$ cat config.mk
export PLATFORM = sky130hd
export DESIGN_NAME = tune_player
export DESIGN_NICKNAME = d
export VERILOG_FILES = /design/src/rtl/tune_player.sv
export SDC_FILE = /design/constraint.sdc
export NUM_CORES = 1
export LEC_CHECK = 0
export ABC_AREA = 1
export CAP_MARGIN = 20
export CORE_MARGIN = 3
export CORE_UTILIZATION = 45
export DETAILED_ROUTE_END_ITERATION = 6
export RECOVER_POWER = 50
export SYNTH_ARGS = -nofsm -noshare
export SYNTH_HDL_FRONTEND = slang
export SYNTH_SLANG_ARGS = --single-unit
$ cat constraint.sdc
create_clock -name clk -period 2.28 [get_ports clk]
set_input_delay 0.684 -clock clk [delete_from_list [all_inputs] [get_ports clk]]
set_output_delay 0.684 -clock clk [all_outputs]
set_load 0.05 [all_outputs]
$ cat src/rtl/tune_player.sv
// tune_player: ROM-driven melody sequencer for the buzzer game.
// Fetches {half_period,dur} words and drives a square-wave buzzer.
module tune_player #(
  parameter int NUM_LEVELS = 4,
  parameter int SEQ_LEN    = 16,
  parameter int DIV_W      = 16,
  parameter int DUR_W      = 8,
  parameter int TICK_CYC   = 250000,
  parameter int GAP_CYC    = 50000,
  localparam int LVL_W = (NUM_LEVELS > 1) ? $clog2(NUM_LEVELS) : 1,
  localparam int IDX_W = (SEQ_LEN > 1) ? $clog2(SEQ_LEN) : 1
) (
  input  logic                   clk,
  input  logic                   rst_n,
  input  logic [LVL_W-1:0]       level_sel,
  input  logic                   start,
  input  logic                   stop,
  input  logic                   loop_en,
  output logic [LVL_W+IDX_W-1:0] rom_addr,
  input  logic [DIV_W+DUR_W-1:0] rom_data,
  output logic                   buzz,
  output logic                   playing,
  output logic                   done,
  output logic [IDX_W-1:0]       note_idx
);

  localparam int TICK_W = (TICK_CYC > 1) ? $clog2(TICK_CYC) : 1;
  localparam int GAP_W  = (GAP_CYC > 1) ? $clog2(GAP_CYC) : 1;
  localparam int GAP_LAST = (GAP_CYC > 0) ? GAP_CYC - 1 : 0;

  localparam logic [TICK_W-1:0] TICK_LAST = TICK_W'(TICK_CYC - 1);
  localparam logic [GAP_W-1:0]  GAP_END   = GAP_W'(GAP_LAST);
  localparam logic [IDX_W-1:0]  IDX_LAST  = IDX_W'(SEQ_LEN - 1);
  localparam logic [LVL_W:0]    LVL_LIM   = (LVL_W+1)'(NUM_LEVELS);

  typedef enum logic [2:0] {
    S_IDLE,
    S_FETCH,
    S_WAIT,
    S_PLAY,
    S_GAP
  } state_t;

  state_t r_state;
  state_t w_next;

  logic [LVL_W-1:0]       r_lvl;
  logic [IDX_W-1:0]       r_idx;
  logic [LVL_W+IDX_W-1:0] r_addr;
  logic                   r_done;
  logic                   r_buzz;
  logic [DIV_W-1:0]       r_hp;
  logic [DIV_W-1:0]       r_ph;
  logic [DUR_W-1:0]       r_dur;
  logic [DUR_W-1:0]       r_dcnt;
  logic [TICK_W-1:0]      r_tick;
  logic [GAP_W-1:0]       r_gap;

  logic [DIV_W-1:0] w_rom_hp;
  logic [DUR_W-1:0] w_rom_dur;
  logic             w_lvl_ok;
  logic             w_play_end;
  logic             w_gap_end;
  logic             w_adv;
  logic             w_end;
  logic             w_load;
  logic             w_done_nxt;
  logic [LVL_W-1:0] w_lvl_nxt;
  logic [IDX_W-1:0] w_idx_nxt;

  assign w_rom_hp  = rom_data[DIV_W+DUR_W-1:DUR_W];
  assign w_rom_dur = rom_data[DUR_W-1:0];
  assign w_lvl_ok  = ({1'b0, level_sel} < LVL_LIM);

  assign w_play_end = (r_tick == TICK_LAST) &&
                      (r_dcnt == r_dur - DUR_W'(1));
  assign w_gap_end  = (r_gap == GAP_END);

  assign rom_addr = r_addr;
  assign buzz     = r_buzz;
  assign done     = r_done;
  assign note_idx = r_idx;
  assign playing  = (r_state != S_IDLE);

  // State register
  always_ff @(posedge clk or negedge rst_n) begin
    if (!rst_n) r_state <= S_IDLE;
    else        r_state <= w_next;
  end

  // Next state, slot advance, end-of-tune and stop handling
  always_comb begin
    w_next     = r_state;
    w_lvl_nxt  = r_lvl;
    w_idx_nxt  = r_idx;
    w_done_nxt = 1'b0;
    w_load     = 1'b0;
    w_adv      = 1'b0;
    w_end      = 1'b0;
    unique case (r_state)
      S_IDLE: begin
        if (start && !stop && w_lvl_ok) begin
          w_next    = S_FETCH;
          w_lvl_nxt = level_sel;
          w_idx_nxt = '0;
        end
      end
      S_FETCH: w_next = S_WAIT;
      S_WAIT: begin
        if (w_rom_dur == '0) begin
          w_end = 1'b1;
        end else begin
          w_next = S_PLAY;
          w_load = 1'b1;
        end
      end
      S_PLAY: begin
        if (w_play_end) begin
          if (GAP_CYC == 0) w_adv = 1'b1;
          else              w_next = S_GAP;
        end
      end
      S_GAP: begin
        if (w_gap_end) w_adv = 1'b1;
      end
      default: w_next = S_IDLE;
    endcase
    if (w_adv) begin
      if (r_idx < IDX_LAST) begin
        w_idx_nxt = r_idx + IDX_W'(1);
        w_next    = S_FETCH;
      end else begin
        w_end = 1'b1;
      end
    end
    if (w_end) begin
      if (loop_en) begin
        w_idx_nxt = '0;
        w_next    = S_FETCH;
      end else begin
        w_done_nxt = 1'b1;
        w_next     = S_IDLE;
      end
    end
    if (stop && (r_state != S_IDLE)) begin
      w_next     = S_IDLE;
      w_idx_nxt  = r_idx;
      w_done_nxt = 1'b0;
      w_load     = 1'b0;
    end
  end

  // Latched level, slot index, registered ROM address and done pulse
  always_ff @(posedge clk or negedge rst_n) begin
    if (!rst_n) begin
      r_lvl  <= '0;
      r_idx  <= '0;
      r_addr <= '0;
      r_done <= 1'b0;
    end else begin
      r_lvl  <= w_lvl_nxt;
      r_idx  <= w_idx_nxt;
      r_done <= w_done_nxt;
      if (w_next == S_FETCH) r_addr <= {w_lvl_nxt, w_idx_nxt};
    end
  end

  // Note timing: tempo ticks, duration, square-wave phase
  always_ff @(posedge clk or negedge rst_n) begin
    if (!rst_n) begin
      r_hp   <= '0;
      r_ph   <= '0;
      r_dur  <= '0;
      r_dcnt <= '0;
      r_tick <= '0;
      r_buzz <= 1'b0;
    end else if (w_load) begin
      r_hp   <= w_rom_hp;
      r_dur  <= w_rom_dur;
      r_ph   <= '0;
      r_dcnt <= '0;
      r_tick <= '0;
      r_buzz <= (w_rom_hp != '0);
    end else if (r_state == S_PLAY && w_next == S_PLAY) begin
      if (r_tick == TICK_LAST) begin
        r_tick <= '0;
        r_dcnt <= r_dcnt + DUR_W'(1);
      end else begin
        r_tick <= r_tick + TICK_W'(1);
      end
      if (r_hp != '0) begin
        if (r_ph == r_hp - DIV_W'(1)) begin
          r_ph   <= '0;
          r_buzz <= ~r_buzz;
        end else begin
          r_ph <= r_ph + DIV_W'(1);
        end
      end
    end else begin
      r_buzz <= 1'b0;
    end
  end

  // Silent gap counter after each note
  always_ff @(posedge clk or negedge rst_n) begin
    if (!rst_n) begin
      r_gap <= '0;
    end else if (r_state == S_GAP && w_next == S_GAP) begin
      r_gap <= r_gap + GAP_W'(1);
    end else begin
      r_gap <= '0;
    end
  end

endmodule

---- After elaboration in Yosys (flattened, before gate mapping) ----
Cells that the tools add are included.
cells by class
  bitwise logic cells ..................... 1
  magnitude comparators ................... 1
  reductions and logical operators ........ 17
  add/sub/neg operators ................... 7
  eq/ne operators ......................... 13
  muxes and demuxes ....................... 45
operators by type and width
  operator                                                               count
  16-bit 2-to-1 mux                                                      5
  18-bit 2-to-1 mux                                                      3
  16-bit by 1-bit adder with 16-bit output (second input constant)       2
  16-bit nonzero test                                                    2
  4-bit 2-to-1 mux                                                       7
  8-bit 2-to-1 mux                                                       3
  3-bit 2-to-1 mux                                                       7
  18-bit by 1-bit adder with 18-bit output (second input constant)       1
  18-bit == test (second input constant)                                 1
  1-bit 2-to-1 mux                                                       17
  16-bit == test                                                         1
  16-bit == test (second input constant)                                 1
  16-bit by 1-bit subtractor with 16-bit output (second input constant)  1
  3-bit case mux with 5 select lines                                     1
  3-bit by 2-bit == test with 1-bit output (second input constant)       3
  8-bit by 1-bit adder with 8-bit output (second input constant)         1
  8-bit == test                                                          1
  8-bit zero test                                                        1
  8-bit by 1-bit subtractor with 8-bit output (second input constant)    1
  3-bit by 1-bit == test with 1-bit output (second input constant)       2
  3-bit == test (second input constant)                                  2
  3-bit by 2-bit != test with 1-bit output (second input constant)       2
  2-bit AND reduction                                                    3
  2-bit nonzero test                                                     3
  other kinds (8)                                                        13
storage, ports and cells
  register bits after elaboration ......... 99
  input bits .............................. 31

---- Depth between registers and ports, before layout ----
  word-level depth ........................ 13
  depth in mapped cells ................... 17
  gate-level depth less buffers ........... 16

---- Worst setup path after synthesis ----
Ideal clock, no wire load.
  path type ............................... register -> register
  from .................................... register r_idx[1], in the netlist note_idx[1]
  to ...................................... register r_dcnt[0]
  slack ................................... 235 ps
  buffers on the path ..................... 1
  period minus slack after synthesis ...... 2045 ps
  data required time ...................... 2163 ps
  cell stages (with the launch flop) ...... 12
  library setup time ...................... 117 ps
  arrival time ............................ 1928 ps
  cell sequence ........................... dfrtp_1 -> ha_1 -> nand2_1 -> o21ai_1 -> nand2_2 -> o21ai_1 -> inv_2 -> nand2_4 -> nor2_8 -> buf_6 -> nand3_1 -> nand2_1
between the ends
  cells in the longest elaborated chain, start to end .. 9
ends and longest elaborated chain
  what                                                         line  source
  from (decl)                                                  48    logic [IDX_W-1:0] r_idx;
  from (signal assigned)                                       162   r_idx <= w_idx_nxt;
  4-bit less-than comparator *                                 129   if (r_idx < IDX_LAST) begin
  3-bit 2-to-1 mux / 1-bit 2-to-1 mux (equally long branches)  129
  3-bit 2-to-1 mux / 1-bit 2-to-1 mux (equally long branches)  128   if (w_adv) begin
  3-bit 2-to-1 mux *                                           136   if (w_end) begin
  3-bit 2-to-1 mux *                                           145   if (stop && (r_state != S_IDLE)) begin
  3-bit by 2-bit == test with 1-bit output *                   184   end else if (r_state == S_PLAY && w_next == S_PLAY) begin
  1-bit logical AND *                                          184
  2-bit nonzero test (no source line) *                        -
  2-bit AND reduction (no source line) *                       -
  to (signal assigned)                                         187   r_dcnt <= r_dcnt + DUR_W'(1);
  to (decl)                                                    55    logic [DUR_W-1:0] r_dcnt;
Every way passes the cells marked *; elsewhere a longest branch is shown, timed or not.
A chain may end at the register's enable or synchronous reset.

---- Worst setup path in the final report ----
  from .................................... register r_idx[3], in the netlist note_idx[3]
  to ...................................... output note_idx[3]
RTL lines
  what       line  source
  to (decl)  24    output logic [IDX_W-1:0] note_idx
No word-level cell between the ends.

==> reports/metrics.cfg <==
[power]
leakagePower_nw=3.85
ir_worst_vdd_v=0.000589
p_seq_frac=0.346
powerDensity_nw_per_um2=952
pwr-share-clk=0.201
finalPower_w=0.00738
pwr-share-comb=0.453
switching_share=0.416
internal_power_w=0.00431
p_sw_w=0.00307

[clocking]
cts_made_buffers=9
path_clk_slew_ps=70
htreeDepth=3
cts_tree=done
root_buffer=clkbuf_16
clockBufferDepth=2
cts_sinks=99
insertion_delay_ps=350

[worst_setup_path]
path_cells=clkdlybuf4s50_1
crit_path_max_fanout=3
critical_path_required_ps=1600
path_buf_inv=1
crit_family=buffers and inverters
start_kind=register
slowest_delay_ps=820
slowest_stage=clkdlybuf4s50_1
critical_path_class=register to output pin
arrival_ps=1560
worstSetupEndpointType=output pin
r2r_slack_ps=100

[yosys]
ys_ff_latch=99
synth_cell_types=42
seq_area_frac_synth=0.395
ys.flop_type=dfrtp_1
ys_warn_count=0
synth.avg_cell_area_sq_um=7.21
synthCells=869
synth.cell_area_sq_um=6270
synth_top_area_share=0.395
synthArstFlopShare=1.00
synth_edf_count=0
synth_area_leader_cell=dfrtp_1
synth.net_count=908
synth_area_leaders=dfrtp_1 40%, nand2_1 15%, nand3_1 6.3%

[final_layout]
num-fill-cells=1287
drive_gt1_frac=0.159
finalNetCount=1003
multi_input_area_sq_um=3420
fin_area_sq_um=7750
seqCellArea_sq_um=2480
diodes=0
syn_to_final_growth_pct=23.7

[placement]
gp_congestion=0.880
place_ws_ps=-581
portBuffers=43
placed_area_sq_um=7160
dp_hpwl_mm=11.3

[floorplan]
core_area_sq_um=13500
pin_count=44
die_x_um=124
start_util=0.466
die_h_um=124
row_count=42
die_area_sq_um=15400

[detailed_routing]
wirelength_mm=15.4
drt_first_pass_iters=5
drcViolationCount=0
drtIter0Drc=506
wire_per_inst_um=13.5
detail-route-antenna-nets=0
vias=5825
vias_per_cell=5.09

[grt]
track_usage=0.211
antenna_found_initial=0
grt_max_degree=49
grt_pass1_vias=5659
overflow=0
grt_pass1_wl_mm=26.2

[timing]
timing.final.ws_setup_ps=33.0
setup_viol=0
finalSetupTns_ps=0
min_period_over_period=0.986
hold_violations=0
grt_setup_unrepaired=true
tightest_slew_ps=1560
drv_slew=29
fmax_mhz=445
slew_headroom=-0.0404
layout_min_cycle_time_ps=2250
finalClockSkew_ps=6.77

[status]
violations=capacitance limit, slew limit
status=complete, but fails checks

[job]
cap_viol_max_count=1

[hold_path]
holdCritPathClass=register to register

-- per-layer routing --
layer	vias to the layer above	track usage	wire, um
met2	139	0.339	6990
met3	19	0.0477	642
met4	0	0.0507	258
met5	-	0	0
li1	2969	-	-
met1	2698	0.289	7540
-- power by group through the flow --
stage / Clock (W) / Combinational [W] / Sequential (W)
floorplan: 0 / 0.00198 / 0.00263
finish: 0.00149 / 0.00334 / 0.00255
global route: 0.00160 / 0.00375 / 0.00260
CTS: 0.00154 / 0.00312 / 0.00253
detailed placement: 0 / 0.00300 / 0.00254
global placement: 0 / 0.00294 / 0.00256
-- layout make-up --
| class | instances | area share |
|---|---|---|
| clock buffers | 12 | 0.0331 |
| clock inverters | 4 | 0.00403 |
| inverters | 112 | 0.0545 |
| multi-input cells | 640 | 0.441 |
| flip-flops and latches | 99 | 0.320 |
| well taps | 176 | 0.0284 |
| repair buffers | 102 | 0.119 |
-- path summary, 6_finish.rpt --
check                                         to             startpoint  cells after the start
max                                  note_idx[3]  note_idx[3]$_DFF_PN0_                      1
min                           r_gap[0]$_DFF_PN0_     r_gap[0]$_DFF_PN0_                      1
max reg2reg                r_tick[3]$_DFFE_PN0P_   r_dur[0]$_DFFE_PN0P_                     14
min reg2reg                   r_gap[0]$_DFF_PN0_     r_gap[0]$_DFF_PN0_                      1
max in group asynchronous   r_state[0]$_DFF_PN0_                  rst_n                      2
min in group asynchronous    r_hp[3]$_DFFE_PN0P_                  rst_n                      1
-- synth_stat cells, types with 4 or more instances --
cell type	n
o21ai_2	9
xnor2_1	15
inv_2	10
nor3b_1	4
or2_2	4
ha_1	8
nand2_1	246
a21oi_1	13
nor2_1	89
inv_1	101
nand4_1	22
o21ai_0	53
clkbuf_1	6
nor4_1	5
dfrtp_1	99
xor2_1	34
buf_6	4
nor3_1	20
buf_2	6
nand3_1	79
nor2_2	6
-- sequential cells by signal, summed over array words and instances, names as in the netlist --
register / flops
r_gap: 16
r_hp: 16
r_ph: 16
rom_addr: 6
r_dur: 8
note_idx: 4
r_lvl: 2
buzz: 1
r_dcnt: 8
r_tick: 18
r_state: 3
done: 1
-- cells by family after synthesis --
logic type | count (synthesis) | share of synthesized area
XOR/XNOR | 50 | 0.0721
multiplexers | 1 | 0.00160
AND/OR/NAND/NOR | 493 | 0.350
buffers and inverters | 131 | 0.0867
adder cells (fa/ha/maj) | 8 | 0.0160
flip-flops | 99 | 0.395
AO/OA/AOI/OAI | 87 | 0.0785
-- repair_timing --
action / 4_1_cts / 5_1_grt
hold buffers: 0 / 0
hold endpoints to repair: 0 / 0
gates resized for setup: 21 / 46
setup buffers: 5 / 9
gates cloned: 1 / 0
endpoints found under the setup margin: 34 / 53
pin swaps: 5 / 16
-- layout by cell type, fill, tap and decap left out, types with 3 or more instances in the layout --
master and instances:
a21oi_1 13, buf_12 4, buf_4 49, buf_6 7, clkbuf_16 9, clkdlybuf4s50_1 29, dfrtp_1 99, dlygate4sd2_1 8
ha_1 5, ha_2 3, inv_1 97, inv_2 14, inv_6 3, nand2_1 239, nand2_2 5, nand2_4 6
nand3_1 77, nand3_2 3, nand4_1 22, nor2_1 75, nor2_2 16, nor2_4 8, nor3_1 20, nor3b_1 4
nor4_1 5, o21ai_0 50, o21ai_1 4, o21ai_2 10, or2_2 4, xnor2_1 15, xor2_1 34
-- stage by stage --
| step | instances | hold slack (ps) | util |
|---|---|---|---|
| floorplan | 869 | 388 | - |
| detailed placement | 1114 | 452 | 0.532 |
| global route | 1145 | 497 | 0.576 |
| CTS | 1136 | 258 | 0.562 |
| global placement | 1114 | 443 | 0.532 |
| finish | 1145 | 459 | 0.576 |
Power figures use the tool's default switching activity.
==> variant: new RTL, same flow settings <==
The parameter `DUR_W` goes from 8 to 12.
--- a/src/rtl/tune_player.sv
+++ b/src/rtl/tune_player.sv
@@ -5,5 +5,5 @@
   parameter int SEQ_LEN    = 16,
   parameter int DIV_W      = 16,
-  parameter int DUR_W      = 8,
+  parameter int DUR_W      = 12,
   parameter int TICK_CYC   = 250000,
   parameter int GAP_CYC    = 50000,
Interface: changed (resized rom_data); port bits go from 44 to 48. No check against the original RTL was run, so the function may have changed too.
==> variant against the original RTL <==
  * Wire length is 11% higher
  * Total power is 10% higher
  * Cell area is 13% higher
  * Synthesized area is 9.3% higher
  * Sequential cell count is 8 higher
  * Setup slack better by 0.066 ns
  * First-iteration DRC count is 40% lower
  * Largest power group unchanged
==> variant: results (changes against the original RTL) <==
DP Area: 7990 sq um (+12%)
Rel. slew slack: 6.63% (+11 points)
Worst reg2reg path depth: 15 (+1)
Main area contributors after synthesis: dfrtp_1, nand2_1, inv_1, xor2_1, nor2_1
Hold endpoint: r_gap[0]
Share of layout cells above drive strength 1: 18.4% (+2.6 points)
Synthesized netlist net count: 1,004 (+11%)
Asr flop ratio synth: 100% (unchanged)
Sequential area share after synthesis: 39.1% (-0.44 points)
Layout Cells excl Fill: 1,263 (+10%)
Initial antenna violation count: 0 (unchanged)
Commonest cells post-synth: nand2_1, inv_1, dfrtp_1
Final clock skew: 0.0101 ns (+0.00335 ns)
Final nets: 1,117 (+11%)
Placed Cells: 1,235 (+11%)
Vias in the first global route: 5,826 (+3.0%)
Critical Path AT: 2.43 ns (+0.87 ns)
CP Capture Type: flop
Clk_lat worst skew: 0.36 ns
Via count: 6,281 (+7.8%)
Clock sink total: 107 (+8.1%)
Status: completed
# port buffers: 47 (+9.3%)
WHS: 0.459 ns (+0.0000970 ns)
Slowest Stage Delay on Critical Path: 0.41 ns (-0.41 ns)
Worst setup startpoint: rom_data[8]
Largest reg by FF count: r_tick
Pint: 4.63 mW (+7.3%)
P_leak: 4.36 nW (+13%)
Hold Crit Class: reg2reg
Ys flop type: dfrtp_1
GPL Wtd Cong: 0.863 (-1.9%)
Worst-path fanout max: 8 (+5)
Final WS setup: 0.0990 ns (+0.0660 ns)
Yosys cell types: 42 (unchanged)
Number of flip-flops in the largest register: 18 (unchanged)
Routed length per instance: 13.6 um (+0.63%)
YS warnings: 0 (unchanged)
Max VDD drop: 584 uV (-0.88%)
Global-route wire length before repair: 27.6 mm (+5.6%)
Drt first-iter violations: 305 (-40%)
Total GRT Usage: 20.6% (-0.48 points)
Detailed Place HPWL: 12.6 mm (+12%)
Avg Cell Area, Syn: 7.13 sq um (-1.2%)
Pin count of the biggest net entering global routing: 55 (+12%)
Pre-CTS setup slack: -0.478 ns (+0.103 ns)
Crit-path slowest cell: clkdlybuf4s50_1
==> variant: cell type report <==
| type | instances | area (sq um) |
|---|---|---|
| repair buffers | 118 | 1130 |
| multi-input cells | 708 | 3890 |
| inverters | 130 | 507 |
| clock inverters | 5 | 46.3 |
| fillers | 1386 | 5970 |
| clock buffers | 11 | 243 |
| well taps | 184 | 230 |
| flip-flops and latches | 107 | 2680 |
==> variant: power by group through the flow <==
| stage | registers, mW | logic [mW] | clock network [mW] |
|---|---|---|---|
| 3_3_place_gp | 2.74 | 3.36 | 0 |
| 3_5_place_dp | 2.73 | 3.39 | 0 |
| 4_1_cts | 2.71 | 3.42 | 1.60 |
| 6_report | 2.74 | 3.87 | 1.55 |
| 5_1_grt | 2.78 | 4.35 | 1.66 |
| 2_1_floorplan | 2.82 | 2.14 | 0 |
==> variant: logic make-up (layout without fill, tap and decap cells) <==
kind of cell             Yosys count  count (layout)  share of synthesized area, %
AND/OR/NAND/NOR                  558             559                          36.3
XOR/XNOR                          54              54                          7.11
flip-flops                       107             107                          39.1
AO/OA/AOI/OAI                     86              87                          7.31
adder cells (fa/ha/maj)            8               8                          1.46
buffers and inverters            148             264                          8.75
==> variant: metrics by stage <==
step                      util (%)  power [mW]
after global placement        54.3        6.10
after global routing          59.4        8.80
after CTS                     56.5        7.72
final                         59.4        8.15
after detailed placement      54.3        6.12
after floorplan                  -        4.97
==> variant: what timing repair did <==
action	4_1_cts	5_1_grt
gates resized for setup	10	113
setup endpoints to repair	54	66
hold buffers	0	0
gates cloned	0	3
buffers inserted	0	9
pin swaps	2	42
==> variant: layer usage <==
layer	GRT usage (%)	up-vias	routed length, um
met2	32.9	92	7920
li1	-	3279	-
met4	3.52	0	112
met1	29.1	2897	8370
met5	0	-	0
met3	4.82	13	724
